$ cat config.mk
export PLATFORM = sky130hd
export DESIGN_NAME = cfg_reg_arbiter_flat
export DESIGN_NICKNAME = d
export VERILOG_FILES = /design/src/rtl/cfg_reg_arbiter_if.sv /design/src/rtl/cfg_reg_arbiter.sv /design/src/flat_wrapper.sv
export SDC_FILE = /design/constraint.sdc
export NUM_CORES = 1
export LEC_CHECK = 0
export CAP_MARGIN = 20
export CORE_MARGIN = 4
export CORE_UTILIZATION = 41
export DETAILED_ROUTE_END_ITERATION = 10
export PLACE_DENSITY = 0.75
export REMOVE_ABC_BUFFERS = 1
export SKIP_CTS_REPAIR_TIMING = 1
export SLEW_MARGIN = 20
export SYNTH_ARGS = -nofsm -noshare
export SYNTH_HDL_FRONTEND = slang
export SYNTH_SLANG_ARGS = --single-unit
$ cat constraint.sdc
create_clock -name clk -period 1.77 [get_ports clk]
set_input_delay 0.354 -clock clk [delete_from_list [all_inputs] [get_ports clk]]
set_output_delay 0.354 -clock clk [all_outputs]
set_load 0.05 [all_outputs]
$ cat src/rtl/cfg_reg_arbiter_if.sv
// cfg_reg_arbiter_if -- write-request bus shared by the two requesters of
// cfg_reg_arbiter.
//
// Requester A (SPI peripheral) and requester B (on-chip sequencer) each have
// a valid/ready handshake that carries a 7-bit register address and an
// 8-bit write value. A write is accepted on the clock edge where valid and
// ready are both high.
//
// Signals:
//   a_valid, b_valid  requester -> arbiter  write request
//   a_addr,  b_addr   requester -> arbiter  target register address (7 bits)
//   a_data,  b_data   requester -> arbiter  write value (8 bits)
//   a_ready, b_ready  arbiter -> requester  grant
//
// Modports:
//   master  requester side (drives valid/addr/data, observes ready)
//   slave   arbiter side   (observes valid/addr/data, drives ready)
interface cfg_reg_arbiter_if;
  logic       a_valid;
  logic [6:0] a_addr;
  logic [7:0] a_data;
  logic       a_ready;

  logic       b_valid;
  logic [6:0] b_addr;
  logic [7:0] b_data;
  logic       b_ready;

  modport master (
    output a_valid, a_addr, a_data,
    output b_valid, b_addr, b_data,
    input  a_ready, b_ready
  );

  modport slave (
    input  a_valid, a_addr, a_data,
    input  b_valid, b_addr, b_data,
    output a_ready, b_ready
  );
endinterface

$ cat src/rtl/cfg_reg_arbiter.sv
// cfg_reg_arbiter -- two-requester round-robin arbiter in front of a small
// bank of configuration registers.
//
// Each accepted write is captured into a one-entry commit stage and applied
// to its target register on the following edge, which gives a sustained
// throughput of one write per cycle. Addresses 0x00-0x04 map to the five
// config outputs. Any higher address sets the sticky bad_addr_err flag and
// the data is dropped.
//
// Optional feature, selected by the macro CFG_SHADOW_EN:
//   defined   - commits go to five shadow registers. The outputs load all of
//               the shadows on an edge where apply=1, and a commit on that
//               same edge is forwarded straight through.
//   undefined - commits write the outputs directly, and apply is ignored.
//
// Ports:
//   clk              system clock, all state on the rising edge
//   rst_n            asynchronous active-low reset
//   bus              cfg_reg_arbiter_if.slave, requester A/B handshakes
//   apply            shadow-to-output transfer strobe
//   err_clr          clears bad_addr_err
//   en_reg_out_7_0   config register at address 0x00
//   en_reg_out_15_8  config register at address 0x01
//   en_reg_pwm_7_0   config register at address 0x02
//   en_reg_pwm_15_8  config register at address 0x03
//   pwm_duty_cycle   config register at address 0x04
//   bad_addr_err     sticky flag, set when a write to an address above 0x04 commits
//   wr_count         count of committed valid-address writes (wraps)
module cfg_reg_arbiter (
  input  logic                clk,
  input  logic                rst_n,
  cfg_reg_arbiter_if.slave    bus,
  input  logic                apply,
  input  logic                err_clr,
  output logic [7:0]          en_reg_out_7_0,
  output logic [7:0]          en_reg_out_15_8,
  output logic [7:0]          en_reg_pwm_7_0,
  output logic [7:0]          en_reg_pwm_15_8,
  output logic [7:0]          pwm_duty_cycle,
  output logic                bad_addr_err,
  output logic [7:0]          wr_count
);

  localparam int         NUM_REGS  = 5;
  localparam logic [6:0] LAST_ADDR = 7'h04;

  typedef enum logic {
    GRANT_A = 1'b0,
    GRANT_B = 1'b1
  } grant_t;

  grant_t     last_grant;
  logic       a_grant;
  logic       b_grant;

  logic       cm_valid;
  logic [6:0] cm_addr;
  logic [7:0] cm_data;
  logic       cm_hit;
  logic       cm_bad;

  logic [7:0] cfg_q   [NUM_REGS];
  logic [7:0] store_q [NUM_REGS];
  logic [7:0] store_d [NUM_REGS];

  // Grants are purely combinational. When both requesters are valid, the one
  // that did not win last time is granted. Gating with rst_n keeps both
  // readies low during reset.
  always_comb begin
    a_grant = rst_n && bus.a_valid && (!bus.b_valid || (last_grant == GRANT_B));
    b_grant = rst_n && bus.b_valid && (!bus.a_valid || (last_grant == GRANT_A));
  end

  assign bus.a_ready = a_grant;
  assign bus.b_ready = b_grant;

  // last_grant moves only when a write is actually accepted. Reset leaves it
  // at B, so A wins the first contention.
  always_ff @(posedge clk or negedge rst_n) begin
    if (!rst_n) begin
      last_grant <= GRANT_B;
    end else if (a_grant) begin
      last_grant <= GRANT_A;
    end else if (b_grant) begin
      last_grant <= GRANT_B;
    end
  end

  always_ff @(posedge clk or negedge rst_n) begin
    if (!rst_n) begin
      cm_valid <= 1'b0;
      cm_addr  <= 7'h00;
      cm_data  <= 8'h00;
    end else begin
      cm_valid <= a_grant || b_grant;
      if (a_grant) begin
        cm_addr <= bus.a_addr;
        cm_data <= bus.a_data;
      end else if (b_grant) begin
        cm_addr <= bus.b_addr;
        cm_data <= bus.b_data;
      end
    end
  end

  assign cm_hit = cm_valid && (cm_addr <= LAST_ADDR);
  assign cm_bad = cm_valid && (cm_addr >  LAST_ADDR);

  // store_q is whichever bank receives commits: the shadows, or the outputs
  // themselves when there is no shadow stage. store_d is that bank with the
  // pending commit merged in.
  always_comb begin
    for (int i = 0; i < NUM_REGS; i++) begin
      store_d[i] = (cm_hit && (cm_addr == 7'(i))) ? cm_data : store_q[i];
    end
  end

`ifdef CFG_SHADOW_EN
  logic [7:0] shadow_q [NUM_REGS];

  assign store_q = shadow_q;

  always_ff @(posedge clk or negedge rst_n) begin
    if (!rst_n) begin
      for (int i = 0; i < NUM_REGS; i++) begin
        shadow_q[i] <= 8'h00;
      end
    end else begin
      shadow_q <= store_d;
    end
  end

  // Loading from store_d rather than shadow_q forwards a commit on the same
  // edge as apply straight to the outputs.
  always_ff @(posedge clk or negedge rst_n) begin
    if (!rst_n) begin
      for (int i = 0; i < NUM_REGS; i++) begin
        cfg_q[i] <= 8'h00;
      end
    end else if (apply) begin
      cfg_q <= store_d;
    end
  end
`else
  logic apply_unused;

  assign apply_unused = apply;
  assign store_q      = cfg_q;

  always_ff @(posedge clk or negedge rst_n) begin
    if (!rst_n) begin
      for (int i = 0; i < NUM_REGS; i++) begin
        cfg_q[i] <= 8'h00;
      end
    end else begin
      cfg_q <= store_d;
    end
  end
`endif

  // If a bad write commits on the same edge as err_clr, the set wins.
  always_ff @(posedge clk or negedge rst_n) begin
    if (!rst_n) begin
      bad_addr_err <= 1'b0;
    end else if (cm_bad) begin
      bad_addr_err <= 1'b1;
    end else if (err_clr) begin
      bad_addr_err <= 1'b0;
    end
  end

  always_ff @(posedge clk or negedge rst_n) begin
    if (!rst_n) begin
      wr_count <= 8'h00;
    end else if (cm_hit) begin
      wr_count <= wr_count + 8'd1;
    end
  end

  assign en_reg_out_7_0  = cfg_q[0];
  assign en_reg_out_15_8 = cfg_q[1];
  assign en_reg_pwm_7_0  = cfg_q[2];
  assign en_reg_pwm_15_8 = cfg_q[3];
  assign pwm_duty_cycle  = cfg_q[4];

endmodule

$ cat src/flat_wrapper.sv
// flat-port wrapper written by rule: the top's interface ports become plain ports
module cfg_reg_arbiter_flat 
  (clk, rst_n, apply, err_clr, en_reg_out_7_0, en_reg_out_15_8, en_reg_pwm_7_0, en_reg_pwm_15_8, pwm_duty_cycle, bad_addr_err, wr_count, bus_a_valid, bus_a_addr, bus_a_data, bus_b_valid, bus_b_addr, bus_b_data, bus_a_ready, bus_b_ready);
  cfg_reg_arbiter_if bus_i ();
  input  logic clk;
  input  logic rst_n;
  input  logic apply;
  input  logic err_clr;
  output logic [7:0] en_reg_out_7_0;
  output logic [7:0] en_reg_out_15_8;
  output logic [7:0] en_reg_pwm_7_0;
  output logic [7:0] en_reg_pwm_15_8;
  output logic [7:0] pwm_duty_cycle;
  output logic bad_addr_err;
  output logic [7:0] wr_count;
  input wire logic [$bits(bus_i.a_valid)-1:0] bus_a_valid;
  input wire logic [$bits(bus_i.a_addr)-1:0] bus_a_addr;
  input wire logic [$bits(bus_i.a_data)-1:0] bus_a_data;
  input wire logic [$bits(bus_i.b_valid)-1:0] bus_b_valid;
  input wire logic [$bits(bus_i.b_addr)-1:0] bus_b_addr;
  input wire logic [$bits(bus_i.b_data)-1:0] bus_b_data;
  output wire logic [$bits(bus_i.a_ready)-1:0] bus_a_ready;
  output wire logic [$bits(bus_i.b_ready)-1:0] bus_b_ready;
  assign bus_i.a_valid = bus_a_valid;
  assign bus_i.a_addr = bus_a_addr;
  assign bus_i.a_data = bus_a_data;
  assign bus_i.b_valid = bus_b_valid;
  assign bus_i.b_addr = bus_b_addr;
  assign bus_i.b_data = bus_b_data;
  assign bus_a_ready = bus_i.a_ready;
  assign bus_b_ready = bus_i.b_ready;
  cfg_reg_arbiter u_core (.clk(clk), .rst_n(rst_n), .bus(bus_i), .apply(apply), .err_clr(err_clr), .en_reg_out_7_0(en_reg_out_7_0), .en_reg_out_15_8(en_reg_out_15_8), .en_reg_pwm_7_0(en_reg_pwm_7_0), .en_reg_pwm_15_8(en_reg_pwm_15_8), .pwm_duty_cycle(pwm_duty_cycle), .bad_addr_err(bad_addr_err), .wr_count(wr_count));
endmodule
==> impl_metrics.csv <==
group,metric,value,unit
die,core_area,6390,µm²
clock_network,cts_tree,"done",
detailed_routing,drt-wirelength-per-cell,15.3,µm
sta,setup_viol,1,
detailed_routing,drt_iter0_markers,38,
worst_setup_path,cp_cell_sequence,"inv_2 > a21oi_4 > buf_12 > buf_12",
clock_network,clk_latency,0.32,ns
cells_and_area,antenna_cells,0,
cells_and_area,design_area,3880,µm²
placed_design,place_congestion,0.703,
cells_and_area,drive_above_1_share,42.7,%
sta,tightestPinTransition,0.816,ns
detailed_routing,wl,5870,µm
synth,synth.most_common_cell,"dfrtp_1",
sta,layout_min_cycle_time,1.80,ns
synth,async_reset_ff_share,100,%
synth,synth_common_cells,"65 x dfrtp_1, 40 x mux2_2, 22 x nand2_1",
run_status,outcome,"complete, but fails checks",
synth,netlist_instances,199,
synth,ys_warn_count,0,
worst_setup_path,critPathKind,"flip-flop to primary output",
synth,synth_area_leaders,"dfrtp_1 60%, mux2_2 17%, mux2i_1 5.5%, o21ai_0 3.5%, nand2_1 3.0%",
cells_and_area,area_growth,42.6,%
clock_network,cts_root_buffer,"clkbuf_8",
global_routing,grt_antenna_before_repair,0,
global_routing,first_global_vias,1908,
placed_design,detailed_place_hpwl,4240,µm
sta,period_share,102,%
sta,finalWorstSetupSlack,-0.0271,ns
sta,clock.fmax,0.556,GHz
sta,final.setup_skew,0.00474,ns
sta,timing.final.max_slew_violations,0,
worst_setup_path,max_stage_delay,0.57,ns
synth,syn_avg_cell_area,13.7,µm²
die,io_pins,87,
sta,slew-limit-headroom,45.6,%
detailed_routing,ant_nets,0,
power,vdd_drop_max,892,µV
global_routing,grt_max_degree,67,
worst_setup_path,crit_path_frequent_cell,"buf_12",
hold_path,hold_path.class,"input pin to asynchronous set/reset pin",
placed_design,port_buffers,85,
clock_network,cts_made_buffers,9,
placed_design,pre_cts_slack,-0.0296,ns
die,initial_core_util,42.6,%
global_routing,grt_pass1_wl,9130,µm
clock_network,clockBufferDepth,2,
global_routing,gr-total-overflow,0,
cells_and_area,fin_cells,384,
worst_setup_path,worstPathArrival,1.44,ns
die,die-area,8010,µm²
run_status,violations,"negative setup slack",
synth,yosysSeqAreaShare,60.7,%
worst_setup_path,critPathMaxFanout,10,
cells_and_area,finalNetCount,339,
die,dieHeight,89.5,µm
die,fp.dieW,89.5,µm
placed_design,dpl-instance-area,3640,µm²
clock_network,path_clk_slew,0.07,ns
die,std_cell_rows,29,
power,p_per_area,1460,nW/µm²
global_routing,grt_use_total,15.4,%
clock_network,cts.sinks,66,
worst_setup_path,critPathLaunchType,"flip-flop",
placed_design,placed_cells,366,
job,drv_cap,0,
clock_network,htree_levels,3,
sta,hold_viol,0,
worst_setup_path,required,1.42,ns
sta,rsz0062_at_grt,"true",
synth,synth_area_leader_cell,"dfrtp_1",
detailed_routing,dr.pass1.iters,4,
power,p_leak,1.92,nW
synth,synth_edf_count,0,
detailed_routing,via_per_inst,4.98,
synth,synth.distinct_cells,24,
detailed_routing,drc,0,
synth,syn_area,2720,µm²
worst_setup_path,cp_slowest_cell,"dfstp_2",
worst_setup_path,cp-end-kind,"primary output",
detailed_routing,vias,1912,
synth,synth_top_cell_area_share,59.7,%
synth,synth-seq-cells,66,
synth,ys.flop_type,"dfrtp_1",
-- layout by cell type (no fill, tap or decap), drive strengths merged --
cell type | netlist | routed
a21oi | 2 | 2
and3 | 4 | 4
and3b | 2 | 2
buf | 4 | 66
bufinv | 0 | 2
clkbuf | 3 | 11
clkdlybuf4s50 | 0 | 33
clkinv | 0 | 3
dfrtp | 65 | 65
dfstp | 1 | 1
ha | 1 | 1
inv | 3 | 3
mux2 | 41 | 41
mux2i | 15 | 15
nand2 | 23 | 23
nand3 | 1 | 1
nand3b | 1 | 1
nand4 | 5 | 5
nor2 | 1 | 1
nor4 | 1 | 1
o21ai | 19 | 19
xnor2 | 6 | 6
xor2 | 1 | 1
-- cell type report --
| cell class | instances | area, µm² |
|---|---|---|
| timing repair buffer | 99 | 873 |
| fill | 557 | 2500 |
| inverter | 3 | 11.3 |
| clock inverter | 5 | 78.8 |
| multi-input combinational | 123 | 1040 |
| clock buffer | 11 | 131 |
| tap | 77 | 96.3 |
| sequential | 66 | 1650 |
-- metrics by stage --
step | power, mW | utilization (%) | TNS (ns) | hold slack, ns
final | 5.67 | 60.8 | -0.0271 | 0.329
after global routing | 5.95 | 60.8 | -0.0814 | 0.371
after CTS | 5.73 | 60.3 | -0.0752 | 0.326
after detailed placement | 4.38 | 57.0 | -0.0461 | 0.474
after global placement | 4.34 | 57.0 | -0.00650 | 0.463
after floorplan | 3.58 | - | -7.91 | 0.0584
-- path summary, 6_finish.rpt --
path,from,cells after the start,slack (ns),endpoint
min in group clk,rst_n,3,0.37,u_core.last_grant
min,rst_n,2,0.33,u_core.wr_count[0]
min reg2reg,u_core.wr_count[7],1,0.48,u_core.wr_count[7]
max reg2reg,u_core.cm_addr[3],5,0.05,u_core.en_reg_pwm_7_0[3]
max in group asynchronous,rst_n,2,0.89,u_core.en_reg_out_15_8[5]
max,u_core.last_grant,4,-0.03,bus_a_ready
-- metal layers --
layer,routed length [µm],track usage [%]
met1,2670,20.7
met2,2780,24.0
met3,360,3.69
met4,51,6.63
met5,0,0
-- sequential cells by signal, summed over array words and instances, names as in the netlist --
name                    cells
u_core.cm_data              8
u_core.en_reg_out_15_8      8
u_core.en_reg_out_7_0       8
u_core.en_reg_pwm_15_8      8
u_core.en_reg_pwm_7_0       8
u_core.pwm_duty_cycle       8
u_core.wr_count             8
u_core.cm_addr              7
u_core.bad_addr_err         1
u_core.cm_valid             1
u_core.last_grant           1
-- critical path: cells and delay by family (launching register included) --
family	cells	cell delay [ns]
DFF	1	0.57
buffers and inverters	3	0.38
AOI/OAI and AO/OA	1	0.17
-- logic make-up (layout without fill, tap and decap cells) --
kind of cell | after synthesis | in the layout | share of synthesized area [%]
AOI/OAI and AO/OA | 21 | 21 | 4.00
xor gates and xnor gates | 7 | 7 | 2.25
adders and majority gates | 1 | 1 | 0.459
buffers and inverters | 10 | 118 | 1.84
DFF | 66 | 66 | 60.7
muxes | 56 | 56 | 22.5
and+or+nand+nor | 38 | 38 | 8.27
-- power breakdown --
part           internal (mW)  leakage [nW]  switching (mW)
Clock                  0.792         0.107           0.533
Combinational          0.772         0.945            1.45
Sequential              1.87         0.862           0.256
Total                   3.43          1.92            2.24
Power figures use the tool's default switching activity.
